`src/rtl/vga_pattern_tx.sv`:
```
`timescale 1ns/1ps
// ---------------------------------------------------------------------------
// vga_pattern_tx
//
// Source end of the VGA link: generates 1024x768@60 timing (1344x806 total,
// 65 MHz pixel clock) together with one of four built-in test patterns. It
// can drive board pins directly, or act as a known-good reference image for
// the frame-capture path.
//
// Every output is registered from the same hc/vc state, so hcount/vcount,
// the syncs, the blanking flags, the colour and frame_start always describe
// the same pixel.
//
// Ports
//   clk          pixel clock (65 MHz)
//   rst_n        asynchronous active-low reset
//   en           advance counters; low freezes all state and outputs
//   mode[1:0]    pattern select (0 solid, 1 bars, 2 checker, 3 gradient),
//                latched on the last pixel of a frame
//   colour[11:0] {r,g,b} used by the solid pattern, latched with mode
//   hcount/vcount[10:0]  position of the current output pixel
//   hsync, vsync active-high sync pulses
//   hblnk, vblnk high outside the visible area
//   r, g, b[3:0] pixel colour, forced to 0 during blanking
//   frame_start  high while the output pixel is (0,0)
// ---------------------------------------------------------------------------
module vga_pattern_tx #(
    parameter int HOR_TOTAL      = 1344,
    parameter int HOR_ACTIVE     = 1024,
    parameter int HOR_SYNC_START = 1048,
    parameter int HOR_SYNC_END   = 1184,
    parameter int VER_TOTAL      = 806,
    parameter int VER_ACTIVE     = 768,
    parameter int VER_SYNC_START = 771,
    parameter int VER_SYNC_END   = 777
) (
    input  logic        clk,
    input  logic        rst_n,
    input  logic        en,
    input  logic [1:0]  mode,
    input  logic [11:0] colour,
    output logic [10:0] hcount,
    output logic [10:0] vcount,
    output logic        hsync,
    output logic        vsync,
    output logic        hblnk,
    output logic        vblnk,
    output logic [3:0]  r,
    output logic [3:0]  g,
    output logic [3:0]  b,
    output logic        frame_start
);

    typedef enum logic [1:0] {
        PAT_SOLID    = 2'd0,
        PAT_BARS     = 2'd1,
        PAT_CHECKER  = 2'd2,
        PAT_GRADIENT = 2'd3
    } pattern_e;

    localparam logic [10:0] H_LAST   = 11'(HOR_TOTAL - 1);
    localparam logic [10:0] H_ACT    = 11'(HOR_ACTIVE);
    localparam logic [10:0] H_SYNC_S = 11'(HOR_SYNC_START);
    localparam logic [10:0] H_SYNC_E = 11'(HOR_SYNC_END);
    localparam logic [10:0] V_LAST   = 11'(VER_TOTAL - 1);
    localparam logic [10:0] V_ACT    = 11'(VER_ACTIVE);
    localparam logic [10:0] V_SYNC_S = 11'(VER_SYNC_START);
    localparam logic [10:0] V_SYNC_E = 11'(VER_SYNC_END);

    logic [10:0] hc;
    logic [10:0] vc;
    pattern_e    mode_q;
    logic [11:0] colour_q;
    logic [3:0]  fc;

    logic        line_end;
    logic        frame_end;
    logic        active;
    logic [11:0] pixel;

    assign line_end  = (hc == H_LAST);
    assign frame_end = line_end && (vc == V_LAST);
    assign active    = (hc < H_ACT) && (vc < V_ACT);

    // Raster counters plus the per-frame state. mode, colour and the frame
    // counter only move on the very last pixel, so a pattern change requested
    // mid-frame takes effect cleanly at the next (0,0).
    always_ff @(posedge clk or negedge rst_n) begin
        if (!rst_n) begin
            hc       <= '0;
            vc       <= '0;
            mode_q   <= PAT_SOLID;
            colour_q <= '0;
            fc       <= '0;
        end else if (en) begin
            if (line_end) begin
                hc <= '0;
                if (vc == V_LAST) begin
                    vc <= '0;
                end else begin
                    vc <= vc + 11'd1;
                end
            end else begin
                hc <= hc + 11'd1;
            end

            if (frame_end) begin
                mode_q   <= pattern_e'(mode);
                colour_q <= colour;
                fc       <= fc + 4'd1;
            end
        end
    end

    // Pattern generator for the current counter position. Blanking is
    // applied in the output stage, so this only has to describe the
    // visible area.
    always_comb begin
        pixel = 12'h000;
        unique case (mode_q)
            PAT_SOLID: begin
                pixel = colour_q;
            end
            PAT_BARS: begin
                case (hc[9:7])
                    3'd0:    pixel = 12'hFFF;
                    3'd1:    pixel = 12'hFF0;
                    3'd2:    pixel = 12'h0FF;
                    3'd3:    pixel = 12'h0F0;
                    3'd4:    pixel = 12'hF0F;
                    3'd5:    pixel = 12'hF00;
                    3'd6:    pixel = 12'h00F;
                    default: pixel = 12'h000;
                endcase
            end
            PAT_CHECKER: begin
                pixel = (hc[5] ^ vc[5]) ? 12'hFFF : 12'h000;
            end
            PAT_GRADIENT: begin
                pixel = {hc[9:6], vc[9:6], fc};
            end
        endcase
    end

    // Output stage: one register layer sampling the same hc/vc state, which
    // keeps every output aligned to the pixel reported on hcount/vcount.
    always_ff @(posedge clk or negedge rst_n) begin
        if (!rst_n) begin
            hcount      <= '0;
            vcount      <= '0;
            hsync       <= 1'b0;
            vsync       <= 1'b0;
            hblnk       <= 1'b0;
            vblnk       <= 1'b0;
            r           <= '0;
            g           <= '0;
            b           <= '0;
            frame_start <= 1'b0;
        end else if (en) begin
            hcount      <= hc;
            vcount      <= vc;
            hsync       <= (hc >= H_SYNC_S) && (hc < H_SYNC_E);
            vsync       <= (vc >= V_SYNC_S) && (vc < V_SYNC_E);
            hblnk       <= (hc >= H_ACT);
            vblnk       <= (vc >= V_ACT);
            {r, g, b}   <= active ? pixel : 12'h000;
            frame_start <= (hc == 11'd0) && (vc == 11'd0);
        end
    end

endmodule
```
`config.mk`:
```
export PLATFORM = sky130hd
export DESIGN_NAME = vga_pattern_tx
export DESIGN_NICKNAME = d
export VERILOG_FILES = /design/src/rtl/vga_pattern_tx.sv
export SDC_FILE = /design/constraint.sdc
export NUM_CORES = 1
export LEC_CHECK = 0
export CAP_MARGIN = 20
export CORE_MARGIN = 2
export CORE_UTILIZATION = 55
export DETAILED_ROUTE_END_ITERATION = 16
export DONT_BUFFER_PORTS = 1
export HOLD_SLACK_MARGIN = 0.12
export PLACE_DENSITY = 0.76
export SLEW_MARGIN = 20
export SYNTH_ARGS = -nofsm -noshare
export SYNTH_HDL_FRONTEND = slang
export SYNTH_SLANG_ARGS = --single-unit
```
`constraint.sdc`:
```
create_clock -name clk -period 2.7 [get_ports clk]
set_input_delay 0 -clock clk [delete_from_list [all_inputs] [get_ports clk]]
set_output_delay 0 -clock clk [all_outputs]
set_load 0.1 [all_outputs]
```
==> impl_metrics.json <==
{
  "crit_fanout": 21,
  "max_slew_margin_pct": 38.98,
  "required_ns": 2.93,
  "cp.arrival_ns": 2.37,
  "num_antenna_cells": 0,
  "slew_viol_final": 0,
  "worstMarginPinSlew_ns": 0.9152,
  "grt_start_max_net_pins": 80,
  "clockBufferDepth": 2,
  "dr.first_iter.drc_count": 220,
  "final_hold_viol_count": 0,
  "criticalPathCategory": "register to register",
  "grt-ovfl-total": 0,
  "grt_pass1_wl_um": 13250,
  "min_period_ns": 2.140,
  "drc": 0,
  "vias_per_cell": 6.097,
  "synth-seq-cells": 79,
  "synth_seq_area_share_pct": 53.16,
  "tns_ns": 0,
  "clkTransAtPathRegs_ns": 0.08,
  "cts_tree": "yes",
  "final_common_cell": "dfrtp_1",
  "dp_hpwl_um": 5233,
  "cts_buffers": 9,
  "synthDistinctLibCells": 53,
  "p_comb_share_pct": 9.3,
  "p_int_mw": 1.783,
  "gp_congestion": 0.8200,
  "fp.dieH_um": 86.23,
  "initial_utilization_pct": 57.57,
  "rsz0062_at_grt": "no",
  "power_mw": 2.757,
  "utilization_pct": 65.92,
  "cp_top_family": "simple AND/OR/NAND/NOR gates",
  "power_frac_clock_pct": 29.5,
  "dr_total_vias": 2585,
  "antenna_found_initial": 0,
  "syn_to_final_growth_pct": 14.50,
  "antenna_left": 0,
  "synth_enable_flop_cells": 0,
  "setup_violations": 0,
  "grt_pass1_vias": 2548,
  "drt-total-wl_um": 7981,
  "critPathMaxStageDelay_ns": 0.41,
  "hold_path.class": "primary input to async pin",
  "die_x_um": 86.23,
  "peakVddDrop_uv": 999.0,
  "grt_usage_pct": 23.17,
  "num-fill-cells": 490,
  "portBuffers": 0,
  "ios": 56,
  "post_dp_cell_area_sq_um": 3857,
  "yosysWarnings": 0,
  "layout_common_cells": "dfrtp_1 (79), mux2_2 (23), buf_4 (21)",
  "multi_input_area_sq_um": 1585,
  "start_kind": "register",
  "ys.flop_type": "dfrtp_1",
  "crit_chain": "ha_1 > and3_1 > and4_4 > and3_4 > mux2_1",
  "synth_area_leaders": "dfrtp_1 (53%), mux2_2 (7.0%), mux2_4 (4.0%), xnor2_1 (2.6%), o2bb2ai_1 (2.4%)",
  "seq_area_sq_um": 1977,
  "p_seq_share_pct": 61.2,
  "period_share_pct": 79.27,
  "std_cell_rows": 29,
  "synth_nets": 335,
  "status": "finished, final reports clean",
  "yosysTopAreaCell": "dfrtp_1",
  "ctsHtreeMaxLevel": 3,
  "dieArea_sq_um": 7435,
  "design_area_sq_um": 4258,
  "firstDrtPassIters": 6,
  "clock.fmax_ghz": 0.4672,
  "synth_area_per_cell_sq_um": 11.92,
  "swShare_pct": 35.34,
  "drive_above_1_share_pct": 22.77,
  "cellPowerDensity_nw_per_um2": 647.6,
  "critPathSlowestCell": "and3_4",
  "cp-end-kind": "register",
  "crit_buf_inv": 0,
  "syn_inst": 312,
  "max_cap_violations": 0,
  "cts.root.buffer_cell": "clkbuf_8",
  "core_area_sq_um": 6459,
  "clk-insertion-delay-late_ns": 0.35,
  "clock_sinks": 79,
  "reg2reg_depth": 5,
  "whs_ns": 0.2302,
  "p_leak_nw": 1.916,
  "power.switching_uw": 974.4,
  "worst-path-stages": 5,
  "wire_per_inst_um": 18.82,
  "fin_nets": 366,
  "ys_async_sr_fraction_pct": 100.0,
  "syn-cell-area_sq_um": 3719,
  "synth_top_area_share_pct": 53.16,
  "fin_skew_ns": 0.009616
}
area by class of cell:
type                    instances  share of cell area (%)
flip-flops and latches         79                   46.43
repair buffers                 40                   8.816
well taps                      77                   2.263
multi-input cells             202                   37.23
clock buffers                  12                   3.879
inverters                      11                  0.9697
clock inverters                 3                  0.4114
routing by layer:
layer | vias up | track usage (%) | routed length, um
li1 | 1194 | - | -
met1 | 1280 | 32.59 | 3562
met2 | 99 | 34.53 | 3757
met3 | 12 | 6.762 | 527
met4 | 0 | 8.381 | 134
met5 | - | 0 | 0
final timing paths:
check                                  start                  endpoint  slack, ns
setup reg to reg           hc[0]$_DFFE_PN0P_  colour_q[11]$_DFFE_PN0P_       0.56
max in group asynchronous              rst_n         hsync$_DFFE_PN0P_       2.17
min in group clk                  colour[10]  colour_q[10]$_DFFE_PN0P_       0.33
hold reg to reg            fc[3]$_DFFE_PN0P_         fc[3]$_DFFE_PN0P_       0.48
setup / recovery           hc[0]$_DFFE_PN0P_  colour_q[11]$_DFFE_PN0P_       0.56
hold / removal                         rst_n          b[1]$_DFFE_PN0P_       0.23
what timing repair did:
item | in CTS | in global routing
buffers inserted | 0 | 0
gates resized for setup | 0 | 0
endpoints found under the setup margin | 0 | 0
hold endpoints to repair | 150 | 0
hold buffers | 19 | 0
worst reg2reg max path, stage by stage, from the launching register on:
cell and delay (ns):
dfrtp_1 0.39, ha_1 0.28, and3_1 0.27, and4_4 0.28
and3_4 0.41, mux2_1 0.39
kinds of logic (layout without fill, tap and decap cells):
logic type,Yosys count,in the layout,share of synthesized area [%]
AND/OR/NAND/NOR,81,81,12.85
flip-flops,79,79,53.16
AO/OA/AOI/OAI,60,60,11.27
multiplexers,38,38,12.48
buffers and inverters,31,66,4.206
XOR/XNOR,17,17,4.004
adder cells (fa/ha/maj),6,6,2.019
Yosys cell counts, types with 5 or more instances:
| cell | instances |
|---|---|
| mux2_2 | 23 |
| nand4_1 | 8 |
| nand2_1 | 18 |
| inv_1 | 11 |
| o21ai_0 | 15 |
| nor2_1 | 11 |
| dfrtp_1 | 79 |
| clkbuf_1 | 10 |
| nand3_1 | 7 |
| xnor2_1 | 11 |
| a221oi_1 | 9 |
| xor2_1 | 6 |
| o2bb2ai_1 | 10 |
| and2_1 | 5 |
| mux2_4 | 10 |
| a21oi_1 | 9 |
| ha_1 | 6 |
state kept, by name, summed over array words and instances (netlist names), 2 cells and up:
name      count
mode_q        2
b             4
r             4
colour_q     12
vc           11
hcount       11
hc           11
vcount       11
fc            4
g             4
stage by stage:
stage          std cells  setup WS, ns
6_report             424        0.5597
5_1_grt              424        0.4755
4_1_cts              424        0.6068
3_5_place_dp         390        0.5910
3_3_place_gp         390        0.7046
2_1_floorplan        312        0.7406
power by group through the flow:
stage	Clock [mW]	Sequential, mW	Combinational (mW)
6_report	0.814	1.69	0.257
5_1_grt	0.880	1.71	0.292
4_1_cts	0.830	1.69	0.261
3_5_place_dp	0	1.71	0.195
3_3_place_gp	0	1.71	0.188
2_1_floorplan	0	1.67	0.191
No activity file was read; power rests on OpenSTA's default activity.
